**src/rtl/gpio_in_debounce_if.sv**
```systemverilog
// Pin-side bundle for the GPIO input conditioner: raw pads and bypass in,
// filtered levels and change strobes out.
interface gpio_in_debounce_if #(
    parameter int IO_NUM = 8
);
    logic [IO_NUM-1:0] PAD_IN;
    logic [IO_NUM-1:0] BYPASS;
    logic [IO_NUM-1:0] GPIO_IN;
    logic [IO_NUM-1:0] EDGE_PULSE;
    logic              CHANGE_OR;

    modport master (
        output PAD_IN, BYPASS,
        input  GPIO_IN, EDGE_PULSE, CHANGE_OR
    );

    modport slave (
        input  PAD_IN, BYPASS,
        output GPIO_IN, EDGE_PULSE, CHANGE_OR
    );
endinterface

```
**src/rtl/gpio_in_debounce.sv**
```systemverilog
// Per-pin 2-flop synchroniser plus saturating-count debouncer feeding CoreGPIO,
// with registered per-pin change strobes and their OR.
module gpio_in_debounce #(
    parameter int IO_NUM    = 8,
    parameter int DB_CYCLES = 4
) (
    input  logic              PCLK,
    input  logic              PRESETN,
    gpio_in_debounce_if.slave io
);
    localparam logic [7:0] CNT_MAX = 8'(DB_CYCLES - 1);

    logic [IO_NUM-1:0]      s1_q, s1_d;
    logic [IO_NUM-1:0]      s2_q, s2_d;
    logic [IO_NUM-1:0]      gpio_q, gpio_d;
    logic [IO_NUM-1:0]      edge_q, edge_d;
    logic [IO_NUM-1:0][7:0] cnt_q, cnt_d;
    logic                   change_q, change_d;

    always_comb begin
        s1_d   = io.PAD_IN;
        s2_d   = s1_q;
        gpio_d = gpio_q;
        cnt_d  = cnt_q;
        for (int i = 0; i < IO_NUM; i++) begin
            if (io.BYPASS[i]) begin
                gpio_d[i] = s2_q[i];
                cnt_d[i]  = '0;
            end else if (s2_q[i] == gpio_q[i]) begin
                // agreement with the accepted level discards any partial count
                cnt_d[i] = '0;
            end else if (cnt_q[i] >= CNT_MAX) begin
                gpio_d[i] = s2_q[i];
                cnt_d[i]  = '0;
            end else begin
                cnt_d[i] = cnt_q[i] + 8'd1;
            end
        end
        // strobe and OR come from next-state so they line up with the GPIO_IN change
        edge_d   = gpio_d ^ gpio_q;
        change_d = |edge_d;
    end

    always_ff @(posedge PCLK or negedge PRESETN) begin
        if (!PRESETN) begin
            s1_q     <= '0;
            s2_q     <= '0;
            gpio_q   <= '0;
            edge_q   <= '0;
            cnt_q    <= '0;
            change_q <= 1'b0;
        end else begin
            s1_q     <= s1_d;
            s2_q     <= s2_d;
            gpio_q   <= gpio_d;
            edge_q   <= edge_d;
            cnt_q    <= cnt_d;
            change_q <= change_d;
        end
    end

    assign io.GPIO_IN    = gpio_q;
    assign io.EDGE_PULSE = edge_q;
    assign io.CHANGE_OR  = change_q;
endmodule

```
**src/flat_wrapper.sv**
```systemverilog
// flat-port wrapper written by rule: the top's interface ports become plain ports
module gpio_in_debounce_flat 
#(
    parameter int IO_NUM    = 8,
    parameter int DB_CYCLES = 4
)
  (PCLK, PRESETN, io_PAD_IN, io_BYPASS, io_GPIO_IN, io_EDGE_PULSE, io_CHANGE_OR);
  gpio_in_debounce_if #(.IO_NUM(IO_NUM)) io_i ();
  input  logic PCLK;
  input  logic PRESETN;
  input wire logic [$bits(io_i.PAD_IN)-1:0] io_PAD_IN;
  input wire logic [$bits(io_i.BYPASS)-1:0] io_BYPASS;
  output wire logic [$bits(io_i.GPIO_IN)-1:0] io_GPIO_IN;
  output wire logic [$bits(io_i.EDGE_PULSE)-1:0] io_EDGE_PULSE;
  output wire logic [$bits(io_i.CHANGE_OR)-1:0] io_CHANGE_OR;
  assign io_i.PAD_IN = io_PAD_IN;
  assign io_i.BYPASS = io_BYPASS;
  assign io_GPIO_IN = io_i.GPIO_IN;
  assign io_EDGE_PULSE = io_i.EDGE_PULSE;
  assign io_CHANGE_OR = io_i.CHANGE_OR;
  gpio_in_debounce #(.IO_NUM(IO_NUM), .DB_CYCLES(DB_CYCLES)) u_core (.PCLK(PCLK), .PRESETN(PRESETN), .io(io_i));
endmodule
```
**config.mk**
```make
export PLATFORM = sky130hd
export DESIGN_NAME = gpio_in_debounce_flat
export DESIGN_NICKNAME = d
export VERILOG_FILES = /design/src/rtl/gpio_in_debounce_if.sv /design/src/rtl/gpio_in_debounce.sv /design/src/flat_wrapper.sv
export SDC_FILE = /design/constraint.sdc
export NUM_CORES = 1
export LEC_CHECK = 0
export BUFFER_PORTS_ARGS = -buffer_cell sky130_fd_sc_hd__buf_4
export CAP_MARGIN = 25
export CORE_MARGIN = 5
export CORE_UTILIZATION = 45
export DETAILED_ROUTE_END_ITERATION = 8
export GPL_TIMING_DRIVEN = 0
export SLEW_MARGIN = 15
export SYNTH_ARGS = -nofsm -noshare
export SYNTH_HDL_FRONTEND = slang
export SYNTH_SLANG_ARGS = --single-unit
```
**constraint.sdc**
```tcl
create_clock -name PCLK -period 4.2 [get_ports PCLK]
set_input_delay 0.84 -clock PCLK [delete_from_list [all_inputs] [get_ports PCLK]]
set_output_delay 0.84 -clock PCLK [all_outputs]
set_load 0.03 [all_outputs]
```
==> insert_results.sql <==
INSERT INTO impl_metrics (metric_group, metric, value, unit) VALUES
('synth', 'syn-cell-area', '3085', 'um2'),
('clock_tree', 'cts_num_sinks', '97', ''),
('clock_tree', 'post_cts_setup_buffer_count', '0', ''),
('cells_and_area', 'fin_nets', '300', ''),
('power', 'p_per_area', '452.8', 'nW/um2'),
('clock_tree', 'cts_hold_buf', '0', ''),
('worst_setup_path', 'timing.critical_path.buf_inv', '0', ''),
('cells_and_area', 'areaGrowthSynthToFinish', '25.26', '%'),
('die', 'die-height', '92.81', 'um'),
('placed_design', 'routabilityCongestion', '0.6854', ''),
('timing', 'min_period', '2.211', 'ns'),
('drt', 'wirelength', '4137', 'um'),
('timing', 'setup_tns', '0', 'ns'),
('worst_setup_path', 'cp_data_required_time', '4.42', 'ns'),
('worst_hold_path', 'hold_path_class', 'reg2reg', ''),
('timing', 'fin_skew', '0.006640', 'ns'),
('power', 'worst_ir_drop_vdd', '0.1948', 'mV'),
('grt', 'grt_first_pass_wirelength', '7341', 'um'),
('timing', 'grt_setup_unrepaired', 'no', ''),
('worst_setup_path', 'cp_data_arrival_time', '2.43', 'ns'),
('worst_setup_path', 'setup.worst_path.end_class', 'flop', ''),
('worst_setup_path', 'cp.depth', '5', ''),
('die', 'die_w', '92.81', 'um'),
('placed_design', 'dpl.hpwl', '2896', 'um'),
('worst_setup_path', 'timing.critical_path.cells', 'ha_1 -> nor4_2 -> a21boi_1 -> or4_1 -> or4b_1', ''),
('clock_tree', 'root_buffer', 'sky130_fd_sc_hd__clkbuf_8', ''),
('worst_setup_path', 'critical_path.reg2reg.endpoint', 'u_core.io.CHANGE_OR$_DFF_PN0_', ''),
('synth', 'synth_largest_area_cell', 'sky130_fd_sc_hd__dfrtp_1', ''),
('clock_tree', 'insertion_delay', '0.34', 'ns'),
('placed_design', 'area_of_placed_instances', '3645', 'um2'),
('worst_setup_path', 'crit_end', 'u_core.io.CHANGE_OR$_DFF_PN0_', ''),
('synth', 'synthMostInstantiatedCell', 'sky130_fd_sc_hd__dfrtp_1', ''),
('die', 'rows', '30', ''),
('timing', 'worstMarginPinSlew', '0.5249', 'ns'),
('drt', 'dr.pass1.iters', '4', ''),
('cells_and_area', 'fillCellCount', '531', ''),
('timing', 'final_setup_fails', '0', ''),
('cells_and_area', 'antenna_cells_inserted', '0', ''),
('clock_tree', 'cts_tree', 'yes', ''),
('job', 'max_cap_viol_count', '0', ''),
('synth', 'synth_cell_type_count', '20', ''),
('worst_setup_path', 'worst_r2r_startpoint', 'u_core.cnt_q[8]$_DFF_PN0_', ''),
('outcome', 'status', 'completed', ''),
('worst_setup_path', 'setup.reg_to_reg.worst_slack', '1.99', 'ns'),
('synth', 'yosys_warnings', '0', ''),
('die', 'design.core.area', '6719', 'um2'),
('timing', 'report.final.slew_viol_count', '0', ''),
('worst_setup_path', 'critical_path.top_delay_family', 'simple AND/OR/NAND/NOR gates', ''),
('synth', 'avgSynthCellArea', '17.05', 'um2'),
('timing', 'timing.slew.headroom', '65.01', '%'),
('drt', 'avgRoutedWirePerCell', '11.52', 'um'),
('worst_setup_path', 'setup.worst_path.class', 'reg2reg', ''),
('timing', 'layout_worst_path_cycle_share', '52.63', '%'),
('synth', 'synth_commonest_cells', 'sky130_fd_sc_hd__dfrtp_1 (97), sky130_fd_sc_hd__nor2_1 (10)', ''),
('clock_tree', 'cts_repair_resized_insts', '0', ''),
('worst_setup_path', 'timing.critical_path.from_type', 'flop', ''),
('worst_setup_path', 'top_fanout_value_on_the_critical_path', '2', ''),
('drt', 'route.vias.total', '1539', ''),
('cells_and_area', 'layout-drive-gt1-share', '24.37', '%'),
('grt', 'grt_pass1_vias', '1598', ''),
('drt', 'routed_via_density', '4.287', ''),
('clock_tree', 'clock_tree.buffer_depth', '2', ''),
('timing', 'max_clock_freq', '452.4', 'MHz'),
('worst_setup_path', 'critPathMaxStageDelay', '0.55', 'ns'),
('cells_and_area', 'final_cell_area', '3865', 'um2'),
('synth', 'number_of_enable_flip_flop_cells_after_synthesis', '0', ''),
('grt', 'number_of_antenna_violations_at_the_first_check_in_global_routing', '0', ''),
('die', 'floorplan.io_pins', '35', ''),
('synth', 'synth_top_cells_by_area', 'sky130_fd_sc_hd__dfrtp_1 (79%), sky130_fd_sc_hd__ha_1 (3.2%), sky130_fd_sc_hd__mux2_2 (2.9%)', ''),
('synth', 'synth_top_area_share', '78.67', '%'),
('worst_setup_path', 'cpMaxStageDelayCell', 'sky130_fd_sc_hd__or4_1', '');
==> per-stage QoR <==
stage          util [%]  worst slack [ns]  std cells  power [uW]  hold WS [ns]
6_report          57.52             1.989        359        1750        0.3532
3_3_place_gp      53.84             1.709        342        1122        0.3310
5_1_grt           57.52             1.879        359        1841        0.3601
3_5_place_dp      54.25             1.694        343        1128        0.3355
2_1_floorplan         -             1.932        228        1063        0.3312
4_1_cts           57.52             1.985        359        1779        0.3568
==> how the worst min path moves through the flow <==
| stage | to | slack, ns | start | cells past startpoint |
|---|---|---|---|---|
| after detailed placement | u_core.s2_q[1]$_DFF_PN0_ | 0.34 | u_core.s1_q[1]$_DFF_PN0_ | 0 |
| after floorplan | u_core.s2_q[0]$_DFF_PN0_ | 0.33 | u_core.s1_q[0]$_DFF_PN0_ | 0 |
| after global routing | u_core.s2_q[4]$_DFF_PN0_ | 0.36 | u_core.s1_q[4]$_DFF_PN0_ | 0 |
| after CTS | u_core.s2_q[0]$_DFF_PN0_ | 0.36 | u_core.s1_q[0]$_DFF_PN0_ | 0 |
| final | u_core.s2_q[0]$_DFF_PN0_ | 0.35 | u_core.s1_q[0]$_DFF_PN0_ | 0 |
| after global placement | u_core.s2_q[0]$_DFF_PN0_ | 0.33 | u_core.s1_q[0]$_DFF_PN0_ | 0 |
==> routing by layer <==
| metal | vias up | global-route usage (%) | part of all wire (%) |
|---|---|---|---|
| met5 | - | 0 | 0 |
| met4 | 0 | 7.692 | 2.6 |
| met3 | 10 | 3.331 | 4.8 |
| met2 | 25 | 16.02 | 49 |
| met1 | 749 | 15.32 | 44 |
| li1 | 755 | - | - |
==> cell families after synthesis <==
family	Yosys count	share of synthesized area, %
flops	97	78.67
simple gates	53	11.31
xor+xnor	8	2.271
mux	8	2.920
fa+ha+maj	8	3.244
compound gates	6	1.460
other cells	1	0.1215
==> registers in the layout, indices dropped and copies added (netlist names) <==
register,cells
u_core.s1_q,8
u_core.cnt_q,64
u_core.io.GPIO_IN,8
u_core.s2_q,8
u_core.io.EDGE_PULSE,8
u_core.io.CHANGE_OR,1
==> power breakdown <==
group          switching (uW)  total, uW  internal, uW
clock network             307        644           338
logic                    69.3        112          42.6
registers                17.3        994           977
total                     393       1750          1360
==> layout make-up <==
type | count | area [um2] | share of cell area (%)
clock inverter | 6 | 92.59 | 2.396
multi-input combinational | 131 | 834.6 | 21.59
timing repair buffer | 35 | 282.8 | 7.316
sequential | 97 | 2427 | 62.80
tap | 80 | 100.1 | 2.590
clock buffer | 10 | 127.6 | 3.302
==> cells in the final DEF, fill, tap and decap left out, types with 3 or more instances in the layout <==
cell type                  synthesis  final
sky130_fd_sc_hd__or4_1             3      3
sky130_fd_sc_hd__dfrtp_1          97     97
sky130_fd_sc_hd__mux2_2            8      8
sky130_fd_sc_hd__nor2_1           10     10
sky130_fd_sc_hd__a21boi_0          4      4
sky130_fd_sc_hd__nand2_1           8      8
sky130_fd_sc_hd__xor2_1            8      8
sky130_fd_sc_hd__buf_4             0     34
sky130_fd_sc_hd__nor4_1            6      6
sky130_fd_sc_hd__and3_1            8      8
sky130_fd_sc_hd__nor4_2            6      6
sky130_fd_sc_hd__clkbuf_8          0      9
sky130_fd_sc_hd__ha_1              8      8
sky130_fd_sc_hd__and2_1            5      5
sky130_fd_sc_hd__conb_1            1     48
Note: power is estimated with default switching activity, not from simulation.
